**src/rtl/sample_feeder.sv**
```systemverilog
// Streams one block of samples out of a synchronous sample memory at a fixed
// read pace, with backpressure, abort, and a running count of completed blocks.
module sample_feeder #(
    parameter int WIDTH      = 3,
    parameter int BLOCK_LEN  = 16368,
    parameter int ADDR_WIDTH = 14,
    parameter int PACE       = 1
) (
    input  logic                  clk,
    input  logic                  global_reset,
    input  logic                  start,
    input  logic                  abort,
    input  logic                  hold,
    output logic                  mem_rd,
    output logic [ADDR_WIDTH-1:0] mem_addr,
    input  logic [WIDTH-1:0]      mem_data,
    output logic                  feed_reset,
    output logic                  data_available,
    output logic [WIDTH-1:0]      data,
    output logic                  feed_complete,
    output logic                  busy,
    output logic [15:0]           block_count
);

    typedef enum logic [2:0] {
        S_IDLE  = 3'd0,
        S_RESET = 3'd1,
        S_FEED  = 3'd2,
        S_DRAIN = 3'd3,
        S_DONE  = 3'd4
    } state_t;

    localparam logic [ADDR_WIDTH-1:0] LAST_ADDR   = ADDR_WIDTH'(BLOCK_LEN - 1);
    localparam logic [7:0]            PACE_RELOAD = 8'(PACE - 1);

    state_t                  state_q, state_d;
    logic [ADDR_WIDTH-1:0]   addr_q, addr_d;
    logic [7:0]              pace_q, pace_d;
    logic                    avail_q;
    logic [WIDTH-1:0]        data_q;
    logic [15:0]             count_q;
    logic                    rd_s;

    // A read issues only when the pace window is open and the consumer is not stalling.
    assign rd_s = (state_q == S_FEED) && (pace_q == 8'd0) && !hold;

    // Next-state, address and pace-counter logic.
    always_comb begin
        state_d = state_q;
        addr_d  = addr_q;
        pace_d  = pace_q;
        case (state_q)
            S_IDLE: begin
                if (start && !abort) begin
                    state_d = S_RESET;
                end else begin
                    state_d = S_IDLE;
                end
                addr_d = '0;
                pace_d = 8'd0;
            end
            S_RESET: begin
                if (abort) begin
                    state_d = S_IDLE;
                end else begin
                    state_d = S_FEED;
                end
                addr_d = '0;
                pace_d = 8'd0;
            end
            S_FEED: begin
                if (rd_s) begin
                    addr_d = addr_q + ADDR_WIDTH'(1);
                    pace_d = PACE_RELOAD;
                end else if (pace_q != 8'd0) begin
                    pace_d = pace_q - 8'd1;
                end else begin
                    pace_d = pace_q;
                end
                if (abort) begin
                    state_d = S_IDLE;
                end else if (rd_s && (addr_q == LAST_ADDR)) begin
                    state_d = S_DRAIN;
                end else begin
                    state_d = S_FEED;
                end
            end
            S_DRAIN: begin
                if (abort) begin
                    state_d = S_IDLE;
                end else begin
                    state_d = S_DONE;
                end
            end
            S_DONE: begin
                state_d = S_IDLE;
            end
            default: begin
                state_d = S_IDLE;
            end
        endcase
    end

    // State, strobe and counter registers; reset discards any in-flight read.
    always_ff @(posedge clk) begin
        if (global_reset) begin
            state_q <= S_IDLE;
            addr_q  <= '0;
            pace_q  <= 8'd0;
            avail_q <= 1'b0;
            data_q  <= '0;
            count_q <= 16'd0;
        end else begin
            state_q <= state_d;
            addr_q  <= addr_d;
            pace_q  <= pace_d;
            avail_q <= rd_s;
            if (avail_q) begin
                data_q <= mem_data;
            end
            if (state_q == S_DONE) begin
                count_q <= count_q + 16'd1;
            end
        end
    end

    // The memory returns data one cycle after the strobe, so the sample is
    // forwarded in its arrival cycle and captured for holding afterwards.
    assign data           = avail_q ? mem_data : data_q;
    assign data_available = avail_q;
    assign mem_rd         = rd_s;
    assign mem_addr       = addr_q;
    assign feed_reset     = (state_q == S_RESET);
    assign feed_complete  = (state_q == S_DONE);
    assign busy           = (state_q != S_IDLE);
    assign block_count    = count_q;

endmodule

```
**config.mk**
```make
export PLATFORM = sky130hd
export DESIGN_NAME = sample_feeder
export DESIGN_NICKNAME = d
export VERILOG_FILES = /design/src/rtl/sample_feeder.sv
export SDC_FILE = /design/constraint.sdc
export NUM_CORES = 1
export LEC_CHECK = 0
export CAP_MARGIN = 15
export CORE_ASPECT_RATIO = 2
export CORE_UTILIZATION = 54
export CTS_CLUSTER_DIAMETER = 120
export DETAILED_ROUTE_END_ITERATION = 16
export PLACE_DENSITY = 0.84
export SYNTH_ARGS = -nofsm -noshare
export SYNTH_HDL_FRONTEND = slang
export SYNTH_SLANG_ARGS = --single-unit
```
**constraint.sdc**
```tcl
create_clock -name clk -period 5.1 [get_ports clk]
set_input_delay 1.02 -clock clk [delete_from_list [all_inputs] [get_ports clk]]
set_output_delay 1.02 -clock clk [all_outputs]
set_load 0.02 [all_outputs]
```
# --- After elaboration in Yosys (flattened, before gate mapping) ---
# Index checks and enable logic that the tools add are counted.
op_classes:
  add_sub_neg: 3
  n_mul: 0
  n_div: 0
  magnitude_cmp: 0
  eq_ne: 7
  n_shift: 0
  mux: 12
  bitwise_logic: 0
  reduce_logical: 14
op_table:
  columns: ["cell", "count"]
  rows:
  - ["$pmux 14 s2", 1]
  - ["$add 16x1->16 const B", 1]
  - ["$mux 8", 2]
  - ["$pmux 8 s2", 1]
  - ["$add 14x1->14 const B", 1]
  - ["$eq 14x14->1 const B", 1]
  - ["$mux 14", 1]
  - ["$pmux 3 s4", 1]
  - ["$logic_not 8->1", 1]
  - ["$reduce_bool 8->1", 1]
  - ["$sub 8x1->8 const B", 1]
  - ["$eq 3x2->1 const B", 2]
  - ["$mux 3", 2]
  - ["$logic_and 1x1->1", 4]
  - ["$mux 2", 2]
  - ["$reduce_and 2->1", 2]
  - ["$eq 3x1->1 const B", 1]
  - ["$eq 3x3->1 const B", 1]
  - ["$logic_not 3->1", 1]
  - ["$ne 3x2->1 const B", 1]
  - ["$reduce_bool 3->1", 1]
  - ["$logic_not 1->1", 2]
  - ["$mux 1", 2]
  - ["$ne 2x2->1 const B", 1]
  - ["other kinds (2)", 2]
word_totals:
  reg_bits: 45
  latchBits: 0
  ram_bits: 0
  rom_bits: 0
  in_bits: 8
  output_inout_bits: 38
  memories: 0

# --- Longest topological paths before layout ---
# Gate-level depths: netlist of the first run.
logic_depth:
  word_depth: 7
  ltp_mapped: 7
  mapped_depth_nobuf: 6

# --- Least setup slack after synthesis of the first run ---
# No wires, ideal clock.
synth_timing:
  kind: "input port to output port"
  from: "input hold"
  to: "output mem_rd"
  t_arrival_ns: 1.517
  setup_slack_ns: 2.563
  stages: 3
  n_path_buf: 0
  cell_sequence: "nor3_1 nand2_1 inv_1"
synth_via:
  elab_chain_len: 2
synth_lines:
  columns: ["element", "line", "source"]
  rows:
  - ["start, declared", "13", "input logic hold,"]
  - ["$logic_not 1->1", "45", "assign rd_s = (state_q == S_FEED) && (pace_q == 8'd0) && !hold;"]
  - ["$logic_and 1x1->1", "45", null]
  - ["end, declared", "14", "output logic mem_rd,"]
# Every way passes these cells.

# --- Worst setup path after layout of the first run ---
# Same ends and word-level chain as after synthesis.

==> impl_metrics.toml, run 1 <==
[finish]
drive_gt1_share_pct = 5.724
fillers = 331
num-nets-final = 308
antenna_cells = 0
syn2layout_area_growth_pct = 26.24

[synthesis]
yosysTopAreaCell = "dfxtp_1"
yosys-top-cells-count = "45 x dfxtp_1, 25 x a21oi_1, 21 x nor2_1, 17 x nand2_1, 15 x nand3_1"
synth_cell_types = 41
synthCells = 257
async_flop_share_pct = 0
syn_area_um2 = 2193
synthFlopType = "dfxtp_1"
ys.warnings.count = 0
synth-seq-area-share_pct = 41.07
synthDominantCellAreaShare_pct = 41.07
syn_nets = 269
ys_top_cells_by_area = "dfxtp_1 41%, a21oi_1 5.7%, o31ai_1 4.4%"
syn_area_per_cell_um2 = 8.534
ys_seq_elements = 45
synth-edff-count = 0
yosysMostFrequentCell = "dfxtp_1"

[worst_hold_path]
hp-start = "block_count[15]"
hold_depth = 2
whs_endpoint = "block_count[15]"
worst_hold_path_type = "reg -> reg"

[drt]
drc = 0
routed_wl_um = 4995
drt_iter0_drc = 44
dr_total_vias = 2112
wire_per_inst_um = 14.35
vias_per_cell = 6.069
ant_nets = 0
drt_first_pass_iters = 4

[cts]
clock_sinks = 45
cts_resized = 0
cts_setup_buffers = 0
cts_buffers = 5
cts_hold_buffers = 0
cts_buffer_depth = 2
cts_root_buf = "clkbuf_8"
cts_tree = "built"
htree_num_levels = 2
clock_latency_ps = 300
clk_pin_slew_ps = 80

[grt]
antenna_found_initial = 0
grt_usage_pct = 25.70
grt-ovfl-total = 0
grt_pass1_vias = 1960
grt_start_max_net_pins = 32
grt_pass1_wl_um = 8369

[placed_design]
dp.final_hpwl_um = 3635
post-place-ws_ps = 1464
place_congestion = 0.8303
port-buffer-count = 45

[timing]
rsz0062_at_grt = "no"
hold_violations = 0
fin_skew_ps = 9.360
fin_crit_sh_pct = 71.70
fmax_ghz = 0.2735
slew_headroom_pct = 28.12
fin_crit_ps = 3657
setup_viol = 0
setup_ws_ps = 1443
worstMarginPinSlew_ps = 1075
tns_ps = 0
slew_violations = 0

[critical_path]
timing.rr.end = "pace_q[7]"
required_ps = 4080
end_kind = "output port"
cp_max_fo = 5
slowest_stage = "clkdlybuf4s50_1"
cp_common_cell = "clkdlybuf4s50_1"
slowest_delay_ps = 590
path_cells = "clkdlybuf4s50_1 -> nor3_1 -> nand2_1 -> inv_1 -> clkdlybuf4s50_1"
arrival_ps = 2640
path_delay_family = "buffers and inverters"
r2r_cells = 4
worst-path-buf-inv = 3
timing.rr.start = "state_q[1]"
crit_path_start_kind = "input port"
critPathKind = "in -> out"
reg2reg_slack_ps = 2670

[die]
io_pins = 46
rows = 32
dieArea_um2 = 4336
coreArea_um2 = 3884
initial_core_util_pct = 56.48
dieWidth_um = 47.07
die_height_um = 92.13

[pwr]
vdd_drop_max_mv = 0.2911
p_leak_nw = 0.9804
power.density_nw_per_um2 = 238.8
total_power_mw = 0.6612

[flow_run]
cap_viol_max_count = 0

[run_status]
status = "completed"
routing by layer:
metal,track usage [%],up-vias,part of all wire (%)
li1,-,1029,-
met1,27.23,1010,38
met2,46.06,62,56
met3,4.528,11,4.1
met4,10.48,0,2.0
met5,0,-,0
final cells by class:
type	count	area (um2)	share of cell area, %
Multi-Input combinational cell	193	1211	43.74
Sequential cell	45	900.9	32.53
Timing Repair Buffer	46	457.9	16.54
Clock buffer	7	86.33	3.118
Tap cell	51	63.81	2.305
Clock inverter	1	30.03	1.084
Inverter	5	18.77	0.6778
report_power, final:
group	switching, mW	total [mW]	internal [mW]
clock network	0.118	0.277	0.160
logic	0.0154	0.0289	0.0135
registers	0.00246	0.355	0.352
total	0.135	0.661	0.526
state kept, by name, summed over array words and instances (netlist names):
signal	flops
pace_q	8
data_available	1
data_q	3
block_count	16
state_q	3
mem_addr	14
logic make-up after synthesis:
group | Yosys count | share of synthesized area [%]
fa+ha+maj | 4 | 2.282
xor+xnor | 11 | 4.393
flops | 45 | 41.07
simple gates | 115 | 29.83
compound gates | 57 | 15.80
mux | 6 | 2.909
buf+inv | 19 | 3.708
worst min-delay path, cell delays in order (launching register included):
cell and delay [ps]:
dfxtp_1 320, o31ai_1 60, a21oi_1 60
through the flow:
stage	cell area, um2	hold slack [ps]	instances	util [%]
global route	2769	526.7	348	71.30
floorplan	2193	465.1	257	-
global placement	2653	459.6	340	68.30
CTS	2769	492.4	348	71.30
detailed placement	2653	480.5	340	68.30
finish	2769	486.7	348	71.30
worst max path at each step:
stage                     from  endpoint  depth (start not counted)
after floorplan           hold    mem_rd                          3
after global placement    hold    mem_rd                          5
after detailed placement  hold    mem_rd                          5
after CTS                 hold    mem_rd                          5
after global routing      hold    mem_rd                          5
final                     hold    mem_rd                          5
layout by cell type (no fill, tap or decap), types with 4 or more instances in the layout:
master,instances
nand4_1,11
xor2_1,9
nand3_1,15
a21oi_1,25
nor2b_1,5
inv_1,5
o21ai_0,11
nor2_1,21
o31ai_1,13
clkdlybuf4s50_1,45
or3_1,9
dfxtp_1,45
ha_1,4
clkbuf_8,6
nand2_1,17
or4_1,13
and3_1,4
Note: power is estimated with default switching activity, not from simulation.
==> inputs of run 2 (changes only) <==
--- a/config.mk
+++ b/config.mk
@@ -7,10 +7,10 @@
 export LEC_CHECK = 0
 export CAP_MARGIN = 15
 export CORE_ASPECT_RATIO = 2
-export CORE_UTILIZATION = 54
+export CORE_UTILIZATION = 51
 export CTS_CLUSTER_DIAMETER = 120
 export DETAILED_ROUTE_END_ITERATION = 16
-export PLACE_DENSITY = 0.84
+export PLACE_DENSITY = 0.8
 export SYNTH_ARGS = -nofsm -noshare
 export SYNTH_HDL_FRONTEND = slang
 export SYNTH_SLANG_ARGS = --single-unit
==> constraint.sdc (replaced) <==
create_clock -name clk -period 3.8 [get_ports clk]
set_input_delay 0.76 -clock clk [delete_from_list [all_inputs] [get_ports clk]]
set_output_delay 0.76 -clock clk [all_outputs]
set_load 0.02 [all_outputs]
==> run 2 against run 1 <==
  * Via count decreased by 2.3%
  * Routed wire length did not move
  * Setup slack worse by 830 ps
  * Non-clock buffer count increased by 1
  * Sequential power rose by 34%
  * Largest cell class unchanged
  * Critical path depth up 2
==> impl_metrics.toml, run 2 (synthesized netlist as in run 1, its figures left out) <==
[drt]
ant_nets = 0
drt_iter0_drc = 26
vias_per_cell = 5.894
dr_wl_met2_um = 2673
dr.max_layer_used = "met4"
drc = 0
routed_wl_um = 4995
wl_met3_um = 161
wl_met1_um = 2030
wire_per_inst_um = 14.27
dr_total_vias = 2063
drt_first_pass_iters = 4

[pwr]
p_leak_nw = 0.9841
vdd_drop_max_mv = 0.4038
power.density_nw_per_um2 = 322.0

[cts]
clock_latency_ps = 300
clk_pin_slew_ps = 90
htree_num_levels = 2
cts_buffers = 5
cts_root_buf = "clkbuf_8"
clock_sinks = 45
cts_resized = 0
cts_setup_buffers = 0
cts_buffer_depth = 2
cts_hold_buffers = 0
cts_tree = "built"

[finish]
seq_area_um2 = 900.9
drive_gt1_share_pct = 6.376
fillers = 336
num-nets-final = 309
syn2layout_area_growth_pct = 26.81
finalNonFillerCells = 350
multi_input_area_um2 = 1211
largest_reg_flops = 16
antenna_cells = 0
layout_common_cells = "45 x dfxtp_1, 45 x clkdlybuf4s50_1, 25 x a21oi_1"

[flow_run]
cap_viol_max_count = 0

[timing]
tns_ps = 0
fmax_ghz = 0.3143
worstMarginPinSlew_ps = 866.5
fin_crit_sh_pct = 83.74
slew_headroom_pct = 42.23
fin_crit_ps = 3182
rsz0062_at_grt = "no"
fin_skew_ps = 8.181
hold_violations = 0
slew_violations = 0
setup_viol = 0

[critical_path]
crit_path_start_kind = "register"
end_kind = "output port"
required_ps = 3040
critPathKind = "reg -> out"
arrival_ps = 2420
cp_max_fo = 3
r2r_cells = 6

[grt]
grt-ovfl-total = 0
antenna_found_initial = 0
grt_start_max_net_pins = 27
grt_usage_pct = 23.86
grt_pass1_vias = 2006
grt_pass1_wl_um = 8659

[placed_design]
port-buffer-count = 45
dp.final_hpwl_um = 3709
placedCellCount = 342
place_congestion = 0.8317

[die]
rows = 33
initial_core_util_pct = 53.66
die_height_um = 94.74
coreArea_um2 = 4088
io_pins = 46
dieWidth_um = 48.37
dieArea_um2 = 4583

[worst_hold_path]
worst_hold_path_type = "reg -> reg"
hold_depth = 2

[run_status]
status = "completed"
run 2: layout make-up:
class | instances | area share, %
multi-input combinational | 193 | 43.54
sequential | 45 | 32.39
timing repair buffer | 47 | 16.73
clock buffer | 6 | 2.969
tap | 52 | 2.339
clock inverter | 2 | 1.350
inverter | 5 | 0.6748
run 2: where the power goes:
| group | internal, mW | total, mW | switching (mW) |
|---|---|---|---|
| Sequential | 0.473 | 0.476 | 0.00313 |
| Combinational | 0.0187 | 0.0393 | 0.0206 |
| Clock | 0.214 | 0.380 | 0.166 |
| Total | 0.706 | 0.896 | 0.190 |
run 2: path summary, 6_finish.rpt:
kind / from / endpoint / slack, ps
worst max-delay path: pace_q[0] / mem_rd / 620
worst min-delay path: block_count[15] / block_count[15] / 480
worst max register to register: pace_q[0] / mem_addr[7] / 1420
worst min register to register: block_count[15] / block_count[15] / 480
run 2: worst max-delay path, stage by stage (launching register included):
cell             delay, ps
dfxtp_1                340
inv_1                   80
ha_1                   150
or3b_2                 480
nor3_1                 230
nand2_1                150
inv_1                   90
clkdlybuf4s50_1        590
run 2: per-stage QoR:
step / cell area [um2] / hold slack (ps) / power, mW / setup WS [ps] / utilization, %
2_1_floorplan: 2193 / 465.1 / 0.5104 / 1591 / -
3_3_place_gp: 2661 / 460.1 / 0.5255 / 729.7 / 65.11
3_5_place_dp: 2661 / 472.9 / 0.5265 / 706.9 / 65.11
4_1_cts: 2781 / 485.7 / 0.9039 / 638.2 / 68.04
5_1_grt: 2781 / 528.0 / 0.9278 / 443.5 / 68.04
6_report: 2781 / 482.2 / 0.8955 / 617.9 / 68.04
run 2: layer usage:
metal	vias up	GRT usage, %
met5	-	0
met4	0	11.03
met3	11	4.348
met2	52	44.95
met1	970	25.25
li1	1030	-
==> inputs of run 3 (changes only) <==
==> constraint.sdc (replaced) <==
create_clock -name clk -period 3.2 [get_ports clk]
set_input_delay 0.64 -clock clk [delete_from_list [all_inputs] [get_ports clk]]
set_output_delay 0.64 -clock clk [all_outputs]
set_load 0.02 [all_outputs]
==> run 3 against run 2 <==
  * Via count up 2.2%
  * Clock-buffer cell count unchanged
  * Sequential share of layout area down 0.17 points
  * Clock skew down 4.1 ps
  * Total power up 18%
  * First-iteration DRC count up 110%
  * Routed wire length up 3.4%
  * Setup slack worse by 410 ps
  * Cell area up 0.54%
  * Die area unchanged
  * Clock power up 18%
  * Combinational power up 21%
  * Largest cell class unchanged
==> impl_metrics.toml, run 3 (synthesized netlist as in run 1, its figures left out) <==
[run_status]
status = "completed"

[timing]
hold_violations = 0
tns_ps = 0
fmax_ghz = 0.3337
fin_crit_ps = 2996
worstMarginPinSlew_ps = 839.7
rsz0062_at_grt = "no"
setup_viol = 0
slew_headroom_pct = 44.02
fin_skew_ps = 4.076
slew_violations = 0
fin_crit_sh_pct = 93.63

[finish]
post-route-util_pct = 68.41
fillers = 337
num-nets-final = 311
largest_reg_flops = 16
antenna_cells = 0
syn2layout_area_growth_pct = 27.50
finalNonFillerCells = 352
drive_gt1_share_pct = 7.000
layout_common_cells = "45 x dfxtp_1, 45 x clkdlybuf4s50_1, 25 x a21oi_1"

[cts]
clk_pin_slew_ps = 80
clock_sinks = 45
cts_hold_buffers = 0
clock_latency_ps = 290
cts_resized = 0
cts_setup_buffers = 0
cts_buffers = 5
htree_num_levels = 2
cts_tree = "built"
cts_root_buf = "clkbuf_8"
cts_buffer_depth = 2

[die]
coreArea_um2 = 4088
die_height_um = 94.74
initial_core_util_pct = 53.66
rows = 33
dieWidth_um = 48.37
dieArea_um2 = 4583
io_pins = 46

[critical_path]
end_kind = "output port"
critPathKind = "reg -> out"
r2r_cells = 6
arrival_ps = 2360
cp_max_fo = 3
required_ps = 2560
timing.rr.start = "pace_q[0]"
crit_path_start = "pace_q[0]"
timing.rr.end = "mem_addr[7]"
crit_path_start_kind = "register"
reg2reg_slack_ps = 830

[grt]
grt_pass1_vias = 1938
grt_pass1_wl_um = 8749
grt_use_met1_pct = 26.27
grt_usage_pct = 24.28
busiest_layer = "met2"
grt_start_max_net_pins = 27
grt_use_met2_pct = 44.95
gr-usage-met3_pct = 3.543
antenna_found_initial = 0
grt-ovfl-total = 0

[placed_design]
place_congestion = 0.8144
port-buffer-count = 45
dp.final_hpwl_um = 3725
placedCellCount = 344

[pwr]
power_frac_clock_pct = 42.2
seq_power_share_pct = 53.3
comb_power_share_pct = 4.5
power.density_nw_per_um2 = 379.2
swShare_pct = 20.95
net-switching-power_mw = 0.2222
p_leak_nw = 0.9937
vdd_drop_max_mv = 0.3653
internal-power_mw = 0.8383

[drt]
wire_per_inst_um = 14.67
routed_wl_um = 5165
drc = 0
ant_nets = 0
drt_iter0_drc = 55
drt_first_pass_iters = 4
vias_per_cell = 5.989
dr_total_vias = 2108

[worst_hold_path]
worst_hold_path_type = "reg -> reg"
whs_endpoint = "block_count[15]"
hp-start = "block_count[15]"
hold_depth = 2

[flow_run]
cap_viol_max_count = 0
-- run 3: cell count changes in the layout (fill, tap and decap cells not counted), sizes merged --
cell	change
buf	+2
-- run 3: critical path, cell delays in order (launching register included) --
cell             delay [ps]
dfxtp_1                 330
inv_1                    90
ha_1                    160
or3b_2                  470
nor3_1                  210
nand2_1                 140
inv_1                    70
clkdlybuf4s50_1         590
-- run 3: power by group through the flow --
stage	Combinational, mW	Sequential (mW)	Clock, mW
floorplan	0.0295	0.577	0
global placement	0.0460	0.579	0
detailed placement	0.0473	0.579	0
CTS	0.0476	0.565	0.459
global route	0.0518	0.566	0.484
finish	0.0475	0.566	0.447
-- run 3: worst max path at each step --
stage / to / slack, ps / cells past startpoint
after floorplan: mem_rd / 1110 / 6
after global placement: mem_rd / 390 / 5
after detailed placement: mem_rd / 370 / 5
after CTS: mem_rd / 190 / 7
after global routing: mem_rd / 10 / 7
final: mem_rd / 200 / 7
-- run 3: area by class of cell --
cell class	count	area [um2]	area share (%)
Inverter	5	18.77	0.6711
Sequential cell	45	900.9	32.21
Timing Repair Buffer	49	480.5	17.18
Clock buffer	6	82.58	2.953
Multi-Input combinational cell	193	1211	43.31
Tap cell	52	65.06	2.327
Clock inverter	2	37.54	1.342
-- run 3: per-stage QoR --
stage / worst slack (ps) / cell area, um2 / hold WS, ps / power [mW]
6_report: 203.7 / 2796 / 489.9 / 1.060
5_1_grt: 14.19 / 2796 / 509.6 / 1.102
4_1_cts: 187.9 / 2796 / 485.7 / 1.072
3_5_place_dp: 372.9 / 2676 / 473.8 / 0.6259
3_3_place_gp: 393.8 / 2676 / 460.1 / 0.6246
2_1_floorplan: 1111 / 2193 / 465.1 / 0.6061
-- run 3: metal layers --
metal	wire length (um)	vias up	share of wire, %
met2	2800	66	54
met4	114	0	2.2
met3	179	12	3.5
met1	2070	997	40
met5	0	-	0
li1	-	1033	-
